===== config.mk =====
export PLATFORM = sky130hd
export DESIGN_NAME = fetch_sequencer
export DESIGN_NICKNAME = d
export VERILOG_FILES = /design/src/rtl/fetch_sequencer_pkg.sv /design/src/rtl/fetch_sequencer_op_len.sv /design/src/rtl/fetch_sequencer.sv
export SDC_FILE = /design/constraint.sdc
export NUM_CORES = 1
export LEC_CHECK = 0
export BUFFER_PORTS_ARGS = -buffer_cell sky130_fd_sc_hd__buf_2
export CAP_MARGIN = 30
export CORE_MARGIN = 1
export CORE_UTILIZATION = 44
export CTS_BUF_LIST = sky130_fd_sc_hd__clkbuf_4
export DETAILED_ROUTE_END_ITERATION = 7
export GPL_TIMING_DRIVEN = 0
export PLACE_DENSITY = 0.83
export SETUP_SLACK_MARGIN = 0.2
export SYNTH_ARGS = -nofsm -noshare
export SYNTH_HDL_FRONTEND = slang
export SYNTH_HIERARCHICAL = 1
export SYNTH_SLANG_ARGS = --single-unit

===== constraint.sdc =====
create_clock -name clk -period 4.6 [get_ports clk]
set_input_delay 0.92 -clock clk [delete_from_list [all_inputs] [get_ports clk]]
set_output_delay 0.92 -clock clk [all_outputs]
set_load 0.02 [all_outputs]

===== src/rtl/fetch_sequencer_pkg.sv =====
// fetch_sequencer_pkg
//   Shared definitions for the 8080 front end: opcode constants the sequencer
//   reacts to, the fetch FSM state encoding and the instruction length codes.
//   Optional feature macro used by the importing blocks: FETCH_INTR_EN.
package fetch_sequencer_pkg;

    localparam logic [7:0] OP_HLT = 8'h76;
    localparam logic [7:0] OP_EI  = 8'hFB;
    localparam logic [7:0] OP_DI  = 8'hF3;

    typedef enum logic [1:0] {
        FETCH = 2'd0,
        VALID = 2'd1,
        HALT  = 2'd2
    } state_t;

    typedef enum logic [1:0] {
        LEN1 = 2'd1,
        LEN2 = 2'd2,
        LEN3 = 2'd3
    } len_t;

endpackage


===== src/rtl/fetch_sequencer_op_len.sv =====
// op_len
//   Combinational 8080 instruction length decoder (1, 2 or 3 bytes).
//   Undocumented opcodes follow the silicon: CB is a JMP alias, DD/ED/FD are
//   CALL aliases, everything unlisted is a single byte.
// Ports:
//   opcode  in   8  first byte of the instruction
//   len     out  2  instruction length, 1..3
module op_len
    import fetch_sequencer_pkg::*;
(
    input  logic [7:0] opcode,
    output logic [1:0] len
);

    always_comb begin
        len = LEN1;
        casez (opcode)
            8'b00??_?110,                         // MVI
            8'b11??_?110,                         // immediate ALU ops
            8'hD3, 8'hDB:                         // OUT, IN
                len = LEN2;
            8'b00??_0001,                         // LXI
            8'h22, 8'h2A, 8'h32, 8'h3A,           // SHLD, LHLD, STA, LDA
            8'hC3, 8'hCB,                         // JMP and alias
            8'b11??_?010,                         // Jcc
            8'b11??_?100,                         // Ccc
            8'hCD, 8'hDD, 8'hED, 8'hFD:           // CALL and aliases
                len = LEN3;
            default:
                len = LEN1;
        endcase
    end

endmodule


===== src/rtl/fetch_sequencer.sv =====
// fetch_sequencer
//   Front-end controller: owns the PC, fetches a 24-bit window per
//   instruction, sizes it and hands it to decode over valid/ready. Redirects
//   from execute override the handshake; HLT parks the front end.
//   Optional macro FETCH_INTR_EN adds interrupt entry (RST n injection).
// Ports:
//   clk, rst            clock, synchronous active-high reset
//   fetch_addr  out 16  memory address (always pc)
//   fetch_data  in  24  {opcode, lo, hi}, valid one cycle after address
//   d_valid/d_ready     decode handshake
//   d_instr     out 24  instruction window
//   d_pc        out 16  address of presented instruction
//   d_len       out  2  instruction length
//   d_next_pc   out 16  d_pc + d_len (return address for CALL/RST)
//   redirect_valid/pc   execute-driven PC change
//   halted      out  1  parked after HLT
//   intr_req/intr_vec/intr_ack   (FETCH_INTR_EN only)
//
// state | meaning
// FETCH | address presented, waiting one cycle for fetch_data
// VALID | instruction presented to decode, waiting for d_ready
// HALT  | parked after HLT, pc frozen
module fetch_sequencer
    import fetch_sequencer_pkg::*;
#(
    parameter logic [15:0] RESET_PC = 16'h0000
) (
    input  logic        clk,
    input  logic        rst,
    output logic [15:0] fetch_addr,
    input  logic [23:0] fetch_data,
    output logic        d_valid,
    output logic [23:0] d_instr,
    output logic [15:0] d_pc,
    output logic [1:0]  d_len,
    output logic [15:0] d_next_pc,
    input  logic        d_ready,
    input  logic        redirect_valid,
    input  logic [15:0] redirect_pc,
    output logic        halted
`ifdef FETCH_INTR_EN
    ,
    input  logic        intr_req,
    input  logic [2:0]  intr_vec,
    output logic        intr_ack
`endif
);

    state_t      state;
    logic [15:0] pc;
    logic [7:0]  opcode;
    logic [1:0]  fetch_len;

    assign opcode = fetch_data[23:16];

    op_len u_op_len (
        .opcode (opcode),
        .len    (fetch_len)
    );

    assign fetch_addr = pc;
    assign d_pc       = pc;

`ifdef FETCH_INTR_EN
    logic       ie;
    logic       intr_sel;   // VALID is presenting a synthesized RST
    logic [2:0] intr_vec_q;
    logic       take_intr;

    assign take_intr = ie && intr_req && !redirect_valid;

    // The synthesized RST must not advance the return address.
    assign d_instr   = intr_sel ? {2'b11, intr_vec_q, 3'b111, 16'h0000} : fetch_data;
    assign d_len     = intr_sel ? 2'd1 : fetch_len;
    assign d_next_pc = intr_sel ? pc : pc + {14'd0, d_len};
`else
    assign d_instr   = fetch_data;
    assign d_len     = fetch_len;
    assign d_next_pc = pc + {14'd0, d_len};
`endif

    always_ff @(posedge clk) begin
        if (rst) begin
            state   <= FETCH;
            pc      <= RESET_PC;
            d_valid <= 1'b0;
            halted  <= 1'b0;
`ifdef FETCH_INTR_EN
            ie         <= 1'b0;
            intr_sel   <= 1'b0;
            intr_vec_q <= 3'd0;
            intr_ack   <= 1'b0;
`endif
        end else begin
`ifdef FETCH_INTR_EN
            intr_ack <= 1'b0;
`endif
            case (state)
                FETCH: begin
                    if (redirect_valid) begin
                        pc <= redirect_pc;
`ifdef FETCH_INTR_EN
                    end else if (take_intr) begin
                        state      <= VALID;
                        d_valid    <= 1'b1;
                        intr_sel   <= 1'b1;
                        intr_vec_q <= intr_vec;
                        intr_ack   <= 1'b1;
                        ie         <= 1'b0;
`endif
                    end else begin
                        state   <= VALID;
                        d_valid <= 1'b1;
`ifdef FETCH_INTR_EN
                        intr_sel <= 1'b0;
`endif
                    end
                end
                VALID: begin
                    if (redirect_valid) begin
                        pc      <= redirect_pc;
                        state   <= FETCH;
                        d_valid <= 1'b0;
                    end else if (d_ready) begin
                        pc      <= d_next_pc;
                        d_valid <= 1'b0;
`ifdef FETCH_INTR_EN
                        intr_sel <= 1'b0;
                        if (!intr_sel && opcode == OP_EI) ie <= 1'b1;
                        if (!intr_sel && opcode == OP_DI) ie <= 1'b0;
                        if (!intr_sel && opcode == OP_HLT) begin
`else
                        if (opcode == OP_HLT) begin
`endif
                            state  <= HALT;
                            halted <= 1'b1;
                        end else begin
                            state <= FETCH;
                        end
                    end
                end
                HALT: begin
`ifdef FETCH_INTR_EN
                    if (take_intr) begin
                        state      <= VALID;
                        d_valid    <= 1'b1;
                        halted     <= 1'b0;
                        intr_sel   <= 1'b1;
                        intr_vec_q <= intr_vec;
                        intr_ack   <= 1'b1;
                        ie         <= 1'b0;
                    end
`endif
                end
                default: begin
                    state   <= FETCH;
                    d_valid <= 1'b0;
                    halted  <= 1'b0;
                end
            endcase
        end
    end

endmodule


==> results of run 1 <==
[cell type report]
class                           instances  share of cell area (%)
Multi-Input combinational cell        149                    44.2
Timing Repair Buffer                  103                    21.0
Sequential cell                        19                    15.3
Buffer                                 53                    14.3
Tap cell                               50                    2.52
Inverter                               10                    1.51
Clock buffer                            4                    1.21
[cells by family after synthesis]
kind of cell | synth area share [%]
multiplexers | 2.26
AO/OA/AOI/OAI | 22.2
XOR/XNOR | 7.18
adder cells (fa/ha/maj) | 2.46
buffers and inverters | 21.3
AND/OR/NAND/NOR | 23.9
flip-flops | 20.8
[critical path: cells and delay by family]
family,cells,cell delay (ns)
xor gates and xnor gates,1,0.27
AOI/OAI and AO/OA,2,0.50
and+or+nand+nor,2,0.64
adders and majority gates,1,0.39
buffers and inverters,4,0.58
[layer usage]
metal | global-route usage [%] | share of wire (%)
met4 | 3.72 | 0.74
met2 | 39.2 | 48
met1 | 29.1 | 43
met3 | 2.57 | 8.0
met5 | 0 | 0
[timing repair]
| action | in CTS | in global routing |
|---|---|---|
| hold buffers | 0 | 0 |
| buffers inserted | 0 | 0 |
| hold endpoints to repair | 0 | 0 |
| setup endpoints to repair | 3 | 6 |
| pin swaps | 0 | 2 |
| gates resized for setup | 3 | 11 |
[power breakdown]
| group | switching, mW | internal (mW) | total, mW |
|---|---|---|---|
| combinational | 0.135 | 0.100 | 0.235 |
| sequential | 0.0187 | 0.176 | 0.194 |
| clock | 0.0571 | 0.0397 | 0.0968 |
| total | 0.211 | 0.315 | 0.526 |
[registers in the layout, summed over array words and instances, names as in the netlist]
register,flops
d_pc,16
halted,1
state,2
[path summary, 6_finish.rpt]
kind                                endpoint  slack (ns)
worst max-delay path            d_next_pc[8]        0.37
worst min-delay path                  halted        0.51
worst max register to register       d_pc[2]        2.55
worst min register to register        halted        0.51
[through the flow]
step | hold WS (ns) | cell area [µm²] | setup WS [ns]
detailed placement | 0.490 | 2410 | 0.105
global route | 0.531 | 2480 | 0.208
global placement | 0.486 | 2410 | 0.103
finish | 0.515 | 2480 | 0.369
floorplan | 0.563 | 1830 | 0.292
CTS | 0.515 | 2450 | 0.179
[cell usage after synthesis, types with 3 or more instances]
| library cell | instances | share of area, % |
|---|---|---|
| a211oi_1 | 9 | 3.7 |
| a21o_1 | 3 | 1.2 |
| a21oi_1 | 6 | 1.6 |
| a22oi_1 | 4 | 1.6 |
| buf_4 | 40 | 16 |
| clkbuf_1 | 11 | 2.3 |
| dfxtp_1 | 19 | 21 |
| inv_1 | 10 | 2.1 |
| mux2i_1 | 3 | 1.6 |
| nand2_1 | 9 | 1.8 |
| nand3_1 | 3 | 0.82 |
| nand4_1 | 6 | 2.1 |
| nor2_1 | 19 | 3.9 |
| nor2b_1 | 5 | 1.7 |
| nor3_1 | 6 | 1.6 |
| o21ai_0 | 9 | 2.5 |
| xnor2_1 | 6 | 2.9 |
| xor2_1 | 9 | 4.3 |
==> impl_metrics.tcl, run 1 <==
set metrics [dict create \
    grt_antenna_before_repair 0 \
    num_rows 23 \
    seq_area_um2 380 \
    worstSetupStartpoint "fetch_data[17]" \
    instances_no_fill 388 \
    syn_area_um2 1830 \
    viasPerCell 5.19 \
    power.density_nw_per_um2 212 \
    crit_path_top_delay_cell "or3b_1" \
    cts_buffers 3 \
    path_common_cell "buf_4" \
    dieArea_um2 4420 \
    ir_worst_vdd_uv 99.6 \
    syn2layout_area_growth_pct 35.7 \
    multi_input_area_um2 1100 \
    slew_headroom_pct 38.4 \
    max_stage_delay_ns 0.40 \
    power.total_mw 0.526 \
    drv_cap 0 \
    diodes 0 \
    finalSetupViolCount 0 \
    post-route-util_pct 62.1 \
    tns_ns 0 \
    post-dp-hpwl_mm 3.76 \
    synth_warnings 6 \
    fmax_ghz 0.236 \
    grt_usage_pct 22.2 \
    port_buffers 103 \
    clock_sinks 19 \
    finalClockSkew_ns 0.00651 \
    drc 0 \
    hold_class "reg -> reg" \
    worst-setup-path-type "in -> out" \
    holdPathStages 2 \
    totalWireLength_mm 4.98 \
    dr.pass1.iters 4 \
    worstHoldStart "halted" \
    grt_max_degree 11 \
    mostFrequentLayoutCells "buf_2, buf_4, dfxtp_1, nor2_1" \
    gp_congestion 0.852 \
    ff2ff_path_depth 4 \
    synth_cells 231 \
    rsz0062_at_grt "no" \
    hold_viol 0 \
    synthesis.nets 278 \
    synthArstFlopShare_pct 0 \
    fin_crit_sh_pct 92.0 \
    htreeDepth 1 \
    grt_pass1_vias 1712 \
    insertion_delay_ns 0.31 \
    cts_tree "yes" \
    ys_ff_latch 19 \
    overflow 0 \
    crit_chain "buf_2, or3b_1, a2111oi_2, a221o_2, inv_1, fa_1, buf_4, nor3_2, xor2_1, buf_4" \
    root_buffer "clkbuf_4" \
    fp.dieW_um 66.5 \
    startpoint_type "primary input" \
    r2r-start "state[0]" \
    drt-initial-drc-count 149 \
    vias 2012 \
    arrival_ns 3.31 \
    avgSynthCellArea_um2 7.92 \
    critPathRequiredTime_ns 3.68 \
    ys.flop_type "dfxtp_1" \
    num_io_pins 120 \
    finalCriticalPeriod_ns 4.23 \
    die_y_um 66.5 \
    grt_pass1_wl_mm 7.73 \
    drive_gt1_share_pct 49.7 \
    synth_seq_area_share_pct 20.8 \
    status "finished clean" \
    synth_enable_flop_cells 0 \
    clockBufferDepth 2 \
    core_area_um2 4000 \
    synth.distinct_cells 59 \
    fill_cells 349 \
    clkTransAtPathRegs_ns 0.11 \
    final_max_slew_viol_count 0 \
    tightestPinTransition_ns 0.922 \
    dpl.cell_count 384 \
    wl_per_cell_um 12.8 \
    p_leak_nw 1.29 \
    final_nets 386 \
    critPathCaptureType "output pin" \
    initial_core_util_pct 45.8 \
    ant_nets 0 \
    mostFrequentLayoutCell "buf_2" \
    crit_path_max_fanout 9 \
]
No activity file was read; power rests on OpenSTA's default activity.
==> inputs of run 2 (changes only) <==
--- a/config.mk
+++ b/config.mk
@@ -5,14 +5,15 @@
 export SDC_FILE = /design/constraint.sdc
 export NUM_CORES = 1
 export LEC_CHECK = 0
-export BUFFER_PORTS_ARGS = -buffer_cell sky130_fd_sc_hd__buf_2
 export CAP_MARGIN = 30
+export CORE_ASPECT_RATIO = 0.7
 export CORE_MARGIN = 1
-export CORE_UTILIZATION = 44
+export CORE_UTILIZATION = 62
 export CTS_BUF_LIST = sky130_fd_sc_hd__clkbuf_4
 export DETAILED_ROUTE_END_ITERATION = 7
+export DONT_BUFFER_PORTS = 1
 export GPL_TIMING_DRIVEN = 0
-export PLACE_DENSITY = 0.83
+export PLACE_DENSITY = 0.78
 export SETUP_SLACK_MARGIN = 0.2
 export SYNTH_ARGS = -nofsm -noshare
 export SYNTH_HDL_FRONTEND = slang
==> impl_metrics.tcl, run 2 (synthesis results as in run 1) <==
set metrics [dict create \
    root_buffer "clkbuf_4" \
    initial_core_util_pct 65.3 \
    hold_class "reg -> reg" \
    finalClockSkew_ns 0.0131 \
    tightestPinTransition_ns 0.802 \
    crit_path_max_fanout 9 \
    grt_pass1_vias 1368 \
    cts_setup_buffers 0 \
    mostFrequentLayoutCell "buf_4" \
    dpl.cell_count 267 \
    finalSetupViolCount 0 \
    ant_nets 0 \
    core_area_um2 2800 \
    largest_reg_flops 16 \
    status "finished clean" \
    arrival_ns 3.41 \
    p_leak_nw 0.823 \
    ir_worst_vdd_uv 121 \
    hold_buffers 0 \
    cts_tree "yes" \
    drt-initial-drc-count 130 \
    drv_cap 0 \
    clkTransAtPathRegs_ns 0.11 \
    hold_viol 0 \
    placement.setup.worst_slack_ns -0.0466 \
    clockBufferDepth 2 \
    totalWireLength_mm 4.89 \
    fmax_ghz 0.231 \
    htreeDepth 1 \
    finalCriticalPeriod_ns 4.33 \
    viasPerCell 6.52 \
    ff2ff_path_depth 8 \
    placed_cell_area_um2 1880 \
    fin_ws_ns 0.271 \
    cts_buffers 3 \
    diodes 0 \
    clock_sinks 19 \
    dieArea_um2 3180 \
    fp.dieW_um 66.9 \
    post-dp-hpwl_mm 3.65 \
    holdWs_ns 0.604 \
    wl_per_cell_um 18.1 \
    critPathCaptureType "output pin" \
    fill_cells 235 \
    syn2layout_area_growth_pct 6.77 \
    port_buffers 0 \
    vias 1766 \
    grt_max_degree 11 \
    drc 0 \
    dr.pass1.iters 4 \
    worst-setup-path-type "in -> out" \
    final_max_slew_viol_count 0 \
    insertion_delay_ns 0.31 \
    overflow 0 \
    instances_no_fill 271 \
    final_cell_area_um2 1950 \
    rsz0062_at_grt "yes" \
    final_nets 283 \
    mostFrequentLayoutCells "buf_4, dfxtp_1, nor2_1, inv_1, clkbuf_1" \
    power.density_nw_per_um2 242 \
    num_rows 16 \
    grt_antenna_before_repair 0 \
    holdPathStages 2 \
    gp_congestion 0.872 \
    die_y_um 47.5 \
    slew_headroom_pct 46.4 \
    grt_usage_pct 29.3 \
    critPathRequiredTime_ns 3.68 \
    drive_gt1_share_pct 28.5 \
    grt_pass1_wl_mm 6.83 \
    startpoint_type "primary input" \
    power.total_mw 0.474 \
    fin_crit_sh_pct 94.1 \
    num_io_pins 120 \
]
[run 2: cell count changes in the layout (fill, tap and decap cells not counted), sizes merged]
cell	previous run	this run
buf	146	42
clkbuf	14	15
[run 2: area by class of cell]
cell class              count  area, µm²  area share (%)
plain buffers              53        353            18.1
clock buffers               4       30.0            1.54
inverters                  10       37.5            1.92
multi-input cells         149       1110            56.7
flip-flops and latches     19        380            19.5
well taps                  36       45.0            2.30
[run 2: what timing repair did]
action,in CTS,in global routing
resized for setup,5,6
endpoints found under the setup margin,6,5
cloned,0,0
[run 2: through the flow]
| stage | utilization, % | TNS, ns |
|---|---|---|
| after global routing | 69.7 | 0 |
| final | 69.7 | 0 |
| after global placement | 66.9 | 0 |
| after floorplan | - | 0 |
| after CTS | 68.7 | 0 |
| after detailed placement | 66.9 | -0.0820 |
[run 2: final timing paths]
path | slack [ns] | end | startpoint
worst max-delay path | 0.27 | d_next_pc[12] | fetch_data[17]
worst max register to register | 2.13 | d_pc[4] | d_pc[0]
worst min register to register | 0.60 | halted | halted
worst min-delay path | 0.60 | halted | halted
[run 2: power by group]
group	leakage [nW]	internal, mW	switching [mW]
clock	0.0184	0.0398	0.0569
sequential	0.157	0.175	0.0345
combinational	0.648	0.0643	0.103
[run 2: routing by layer]
layer	routed length, µm	vias to the layer above	global-route usage [%]
met5	0	-	0
met4	10	0	3.83
met3	610	2	7.14
met2	2370	135	51.7
met1	1900	826	38.1
li1	-	803	-
[run 2: worst max-delay path, cell delays in order]
cell,delay [ns]
or3b_1,0.38
a2111oi_2,0.36
a221o_2,0.26
inv_1,0.08
fa_1,0.38
clkbuf_2,0.22
nor4_2,0.50
xor2_2,0.30
